==> config.mk <==
export PLATFORM = sky130hd
export DESIGN_NAME = sound_cmd_fifo
export DESIGN_NICKNAME = d
export VERILOG_FILES = /design/src/rtl/sound_pkg.sv /design/src/rtl/sound_fifo_ram.sv /design/src/rtl/sound_cmd_fifo.sv
export SDC_FILE = /design/constraint.sdc
export NUM_CORES = 1
export LEC_CHECK = 0
export CAP_MARGIN = 15
export CORE_MARGIN = 2
export CORE_UTILIZATION = 40
export CTS_CLUSTER_SIZE = 10
export DETAILED_ROUTE_END_ITERATION = 12
export DONT_BUFFER_PORTS = 1
export GPL_TIMING_DRIVEN = 0
export HOLD_SLACK_MARGIN = 0.05
export PLACE_DENSITY = 0.59
export SYNTH_ARGS = -nofsm -noshare
export SYNTH_HDL_FRONTEND = slang
export SYNTH_SLANG_ARGS = --single-unit
==> constraint.sdc <==
create_clock -name clk -period 3.9 [get_ports clk]
set_clock_uncertainty 0.2 [all_clocks]
set_input_delay 0.975 -clock clk [delete_from_list [all_inputs] [get_ports clk]]
set_output_delay 0.975 -clock clk [all_outputs]
set_load 0.02 [all_outputs]
==> src/rtl/sound_pkg.sv <==
// Shared constants and helpers for the sound command FIFO.
package sound_pkg;

    localparam int unsigned DW_DEF        = 8;
    localparam int unsigned EMPTY_VAL_DEF = 0;

    // Pointer width for a given depth; a single-entry FIFO still needs a 1-bit pointer.
    function automatic int unsigned aw_f(input int unsigned depth);
        return (depth <= 1) ? 1 : $clog2(depth);
    endfunction

endpackage

==> src/rtl/sound_fifo_ram.sv <==
// DEPTH x DW register array: one synchronous write port, one asynchronous read port.
module sound_fifo_ram
    import sound_pkg::*;
#(
    parameter int unsigned DW    = DW_DEF,
    parameter int unsigned DEPTH = 4,
    parameter int unsigned AW    = 2
) (
    input  logic          clk,
    input  logic          we,
    input  logic [AW-1:0] waddr,
    input  logic [DW-1:0] wdata,
    input  logic [AW-1:0] raddr,
    output logic [DW-1:0] rdata
);

    logic [DW-1:0] mem_q [DEPTH];

    // Storage write; contents are don't-care until pushed, so no reset.
    always_ff @(posedge clk) begin
        if (we) begin
            mem_q[waddr] <= wdata;
        end
    end

    assign rdata = mem_q[raddr];

endmodule

==> src/rtl/sound_cmd_fifo.sv <==
// Main-CPU to sound-CPU command FIFO with status, sticky overflow and irq.
module sound_cmd_fifo
    import sound_pkg::*;
#(
    parameter int unsigned   DW          = DW_DEF,
    parameter int unsigned   DEPTH       = 4,
    parameter bit            STICKY_LAST = 1'b1,
    parameter logic [DW-1:0] EMPTY_VAL   = DW'(EMPTY_VAL_DEF),
    parameter bit            OVERWRITE   = 1'b0,
    parameter bit            IRQ_EN      = 1'b1
) (
    input  logic                 clk,
    input  logic                 reset,
    input  logic                 wr,
    input  logic [DW-1:0]        wr_data,
    input  logic                 cs,
    input  logic                 rd,
    output logic [DW-1:0]        rd_data,
    output logic [aw_f(DEPTH):0] level,
    output logic                 empty,
    output logic                 full,
    output logic                 overflow,
    input  logic                 ovf_clr,
    output logic                 irq_n
);

    localparam int unsigned   AW       = aw_f(DEPTH);
    localparam int unsigned   LW       = AW + 1;
    localparam logic [LW-1:0] LVL_FULL = LW'(DEPTH);

    logic [AW-1:0] wp_q, wp_d;
    logic [AW-1:0] rp_q, rp_d;
    logic [LW-1:0] level_q, level_d;
    logic [DW-1:0] rd_data_q, rd_data_d;
    logic [DW-1:0] last_q, last_d;
    logic          ovf_q, ovf_d;
    logic          irq_n_q, irq_n_d;

    logic          empty_c, full_c;
    logic          do_pop, do_push, ovf_set, do_ovw;
    logic          ram_we;
    logic [AW-1:0] ram_waddr;
    logic [DW-1:0] head;

    // Pointer step mod DEPTH; a single-entry FIFO keeps its pointer at 0.
    function automatic logic [AW-1:0] ptr_inc(input logic [AW-1:0] p);
        return (DEPTH == 1) ? '0 : p + AW'(1);
    endfunction

    function automatic logic [AW-1:0] ptr_dec(input logic [AW-1:0] p);
        return (DEPTH == 1) ? '0 : p - AW'(1);
    endfunction

    // Transaction decode; a pop frees the slot so a full push+pop is not an overflow.
    always_comb begin
        empty_c   = (level_q == '0);
        full_c    = (level_q == LVL_FULL);
        do_pop    = cs & rd & ~empty_c;
        do_push   = wr & (~full_c | do_pop);
        ovf_set   = wr & full_c & ~do_pop;
        do_ovw    = ovf_set & OVERWRITE;
        ram_we    = ~reset & (do_push | do_ovw);
        ram_waddr = do_ovw ? ptr_dec(wp_q) : wp_q;
    end

    sound_fifo_ram #(
        .DW    (DW),
        .DEPTH (DEPTH),
        .AW    (AW)
    ) u_ram (
        .clk   (clk),
        .we    (ram_we),
        .waddr (ram_waddr),
        .wdata (wr_data),
        .raddr (rp_q),
        .rdata (head)
    );

    // Next-state for pointers, level, read bus, flags and irq.
    always_comb begin
        wp_d      = wp_q;
        rp_d      = rp_q;
        last_d    = last_q;
        rd_data_d = rd_data_q;
        ovf_d     = ovf_q;

        if (do_push) begin
            wp_d = ptr_inc(wp_q);
        end
        if (do_pop) begin
            rp_d   = ptr_inc(rp_q);
            last_d = head;
        end
        level_d = level_q + LW'(do_push) - LW'(do_pop);

        if (!cs) begin
            rd_data_d = '0;
        end else if (rd) begin
            if (do_pop) begin
                rd_data_d = head;
            end else begin
                rd_data_d = STICKY_LAST ? last_q : EMPTY_VAL;
            end
        end

        if (ovf_set) begin
            ovf_d = 1'b1;
        end else if (ovf_clr) begin
            ovf_d = 1'b0;
        end

        irq_n_d = ~(IRQ_EN && (level_d != '0));
    end

    // State registers with synchronous reset.
    always_ff @(posedge clk) begin
        if (reset) begin
            wp_q      <= '0;
            rp_q      <= '0;
            level_q   <= '0;
            rd_data_q <= '0;
            last_q    <= EMPTY_VAL;
            ovf_q     <= 1'b0;
            irq_n_q   <= 1'b1;
        end else begin
            wp_q      <= wp_d;
            rp_q      <= rp_d;
            level_q   <= level_d;
            rd_data_q <= rd_data_d;
            last_q    <= last_d;
            ovf_q     <= ovf_d;
            irq_n_q   <= irq_n_d;
        end
    end

    assign rd_data  = rd_data_q;
    assign level    = level_q;
    assign empty    = empty_c;
    assign full     = full_c;
    assign overflow = ovf_q;
    assign irq_n    = irq_n_q;

endmodule

==> results.sh <==
export IMPL_required_ns=3.93
export IMPL_slowest_delay_ns=0.63
export IMPL_p_int_mw=1.25
export IMPL_ff2ff_path_depth=8
export IMPL_cp_arrival_ns=2.93
export IMPL_whs_ns=0.260
export IMPL_antenna_cells=0
export IMPL_num_io_pins=29
export IMPL_core_um2=5820
export IMPL_path_depth=8
export IMPL_cts_resized_gates=0
export IMPL_synthDistinctLibCells=31
export IMPL_first_iter_violations=52
export IMPL_grt_pass1_wl_um=6960
export IMPL_hp_class="reg2reg"
export IMPL_final_nets=199
export IMPL_die_h_um=81.1
export IMPL_avgRoutedWirePerCell_um=16.1
export IMPL_switching_share_pct=25.7
export IMPL_fin_tns_setup_ns=0
export IMPL_ys_ff_latch=59
export IMPL_num_rows=28
export IMPL_setup_viol=0
export IMPL_nFillCells=547
export IMPL_dpl_cell_count=243
export IMPL_hold_viol_final=0
export IMPL_fmax_mhz=344
export IMPL_rsz0062_at_grt="false"
export IMPL_ys_async_sr_fraction_pct=0
export IMPL_r2r_start="level[2]"
export IMPL_vias_per_cell=5.15
export IMPL_slew_viol_final=0
export IMPL_critPathCaptureType="register"
export IMPL_io_buffer_count=0
export IMPL_h_tree_depth=3
export IMPL_startpoint="level[2]"
export IMPL_critPathBufInv=0
export IMPL_path_cells="nor3b_2 > a21bo_2 > o21ai_0 > ha_1 > fa_1 > xnor2_1 > xnor2_1 > a21o_1"
export IMPL_worstSetupPathType="reg2reg"
export IMPL_syn_to_final_growth_pct=14.9
export IMPL_synth_edf_count=32
export IMPL_cts_hold_buffers=0
export IMPL_grt_max_degree=11
export IMPL_p_leak_nw=0.927
export IMPL_place_hpwl_um=3020
export IMPL_antenna_found_initial=0
export IMPL_clock_sinks=59
export IMPL_drt_pass1_iter_count=4
export IMPL_die_area_um2=6580
export IMPL_tightest_slew_ns=0.974
export IMPL_fin_crit_sh_pct=74.5
export IMPL_clock_latency_ns=0.33
export IMPL_synth_flop_cell="edfxtp_1"
export IMPL_cts_tree="yes"
export IMPL_antenna_left=0
export IMPL_grt_use_total_pct=14.9
export IMPL_place_gp_congestion=0.721
export IMPL_clk_pin_slew_worst_paths_ns=0.06
export IMPL_start_util_pct=40.9
export IMPL_critPathLaunchType="register"
export IMPL_p_sw_mw=0.433
export IMPL_drt_wl_total_um=4160
export IMPL_syn_inst=164
export IMPL_dr_total_vias=1329
export IMPL_rr_endpoint="irq_n"
export IMPL_ys_warnings_count=0
export IMPL_r2r_slack_ns=0.99
export IMPL_route_detailed_drc=0
export IMPL_synth_fp_nets=184
export IMPL_drive_above_1_share_pct=20.2
export IMPL_status="complete, no violations"
export IMPL_worst_path_max_delay_cell="dfxtp_1"
export IMPL_fin_util_pct=47.0
export IMPL_cts_root_buf="clkbuf_8"
export IMPL_grt_pass1_vias=1348
export IMPL_endpoint="irq_n"
export IMPL_syn_area_um2=2380
export IMPL_synth_yosys_seq_area_share_pct=63.2
export IMPL_die_w_um=81.1
export IMPL_ir_drop_v=0.000293
export IMPL_power_density_nw_per_um2=617
export IMPL_clock_power_share_pct=38.4
export IMPL_clockBufferDepth=2
export IMPL_path_max_fanout=6
export IMPL_pwr_share_comb_pct=15.2
export IMPL_post_cts_buffers=0
export IMPL_crit_family="flip-flops"
export IMPL_relSlewSlack_pct=35.0
export IMPL_power_total_mw=1.69
export IMPL_period_minus_slack_ns=2.91
export IMPL_power_frac_seq_pct=46.4
export IMPL_finalNonFillerCells=258
export IMPL_grt_overflow=0
export IMPL_mostFrequentLayoutCells="32 x edfxtp_1, 27 x dfxtp_1, 19 x nand2_1"
export IMPL_crit_path_frequent_cell="xnor2_1"
export IMPL_layout_commonest_cell="edfxtp_1"
export IMPL_maxCapViolCount=0
export IMPL_avgSynthCellArea_um2=14.5
export IMPL_cts_buffers=9
-- worst min-delay path by stage --
stage | from | to | slack [ns] | cells past startpoint
detailed placement | last_q[3] | last_q[3] | 0.25 | 2
global route | last_q[5] | last_q[5] | 0.28 | 2
floorplan | last_q[0] | last_q[0] | 0.24 | 2
CTS | last_q[5] | last_q[5] | 0.26 | 2
global placement | last_q[1] | last_q[1] | 0.24 | 2
finish | last_q[5] | last_q[5] | 0.26 | 2
-- synthesized netlist by cell type, drive strengths merged (2+ instances only) --
cell type | instances | area share [%]
clkbuf | 6 | 1.8
inv | 5 | 0.79
buf | 3 | 1.3
a21oi | 11 | 2.3
nor2b | 2 | 0.53
nand2b | 3 | 0.79
nor3b | 15 | 5.2
nand2 | 19 | 3.0
xnor2 | 2 | 0.74
ha | 5 | 2.6
nor2 | 5 | 0.79
edfxtp | 32 | 40
a221o | 8 | 3.4
mux4 | 8 | 7.6
o21ai | 2 | 0.42
dfxtp | 27 | 23
-- metrics by stage --
stage	area, um2	worst slack [ns]
floorplan	2380	1.06
global placement	2470	0.808
finish	2730	0.994
detailed placement	2500	0.827
global route	2730	0.836
CTS	2730	0.977
-- final cells by class --
cell class	count	area (um2)	share of cell area (%)
Clock buffer	10	128	4.67
Timing Repair Buffer	4	30.0	1.10
Multi-Input combinational cell	91	783	28.7
Clock inverter	5	103	3.76
Buffer	9	73.8	2.70
Sequential cell	59	1500	55.0
Tap cell	75	93.8	3.44
Inverter	5	18.8	0.687
-- metal layers --
metal,up-vias,share of wire (%),global-route usage (%)
met3,6,7.9,7.56
met2,40,48,22.9
li1,642,-,-
met4,0,1.2,6.10
met5,-,0,0
met1,641,42,17.8
-- tightest hold or removal path: stages, from the launching register on --
cell     delay, ns
dfxtp_1       0.31
nand2_1       0.05
a21oi_1       0.05
-- logic make-up after synthesis --
| kind of cell | count (synthesis) | synth area share, % |
|---|---|---|
| AOI/OAI and AO/OA | 27 | 9.05 |
| xor gates and xnor gates | 2 | 0.737 |
| adders and majority gates | 6 | 3.47 |
| buffers and inverters | 14 | 3.89 |
| DFF | 59 | 63.2 |
| muxes | 10 | 8.47 |
| and+or+nand+nor | 46 | 11.2 |
-- power by group through the flow --
| stage | logic, mW | registers (mW) | clock network [mW] |
|---|---|---|---|
| after floorplan | 0.212 | 0.785 | 0 |
| after global placement | 0.248 | 0.793 | 0 |
| after detailed placement | 0.261 | 0.796 | 0 |
| after CTS | 0.261 | 0.782 | 0.662 |
| after global routing | 0.290 | 0.787 | 0.690 |
| final | 0.257 | 0.781 | 0.647 |
-- sequential cells by signal (all words and copies together) (netlist names), named ones only --
signal       flops
ram_waddr        2
u_ram.mem_q     32
rd_data          8
last_q           8
rp_q             2
overflow         1
level            3
irq_n            1
(Power assumes the default switching activity.)
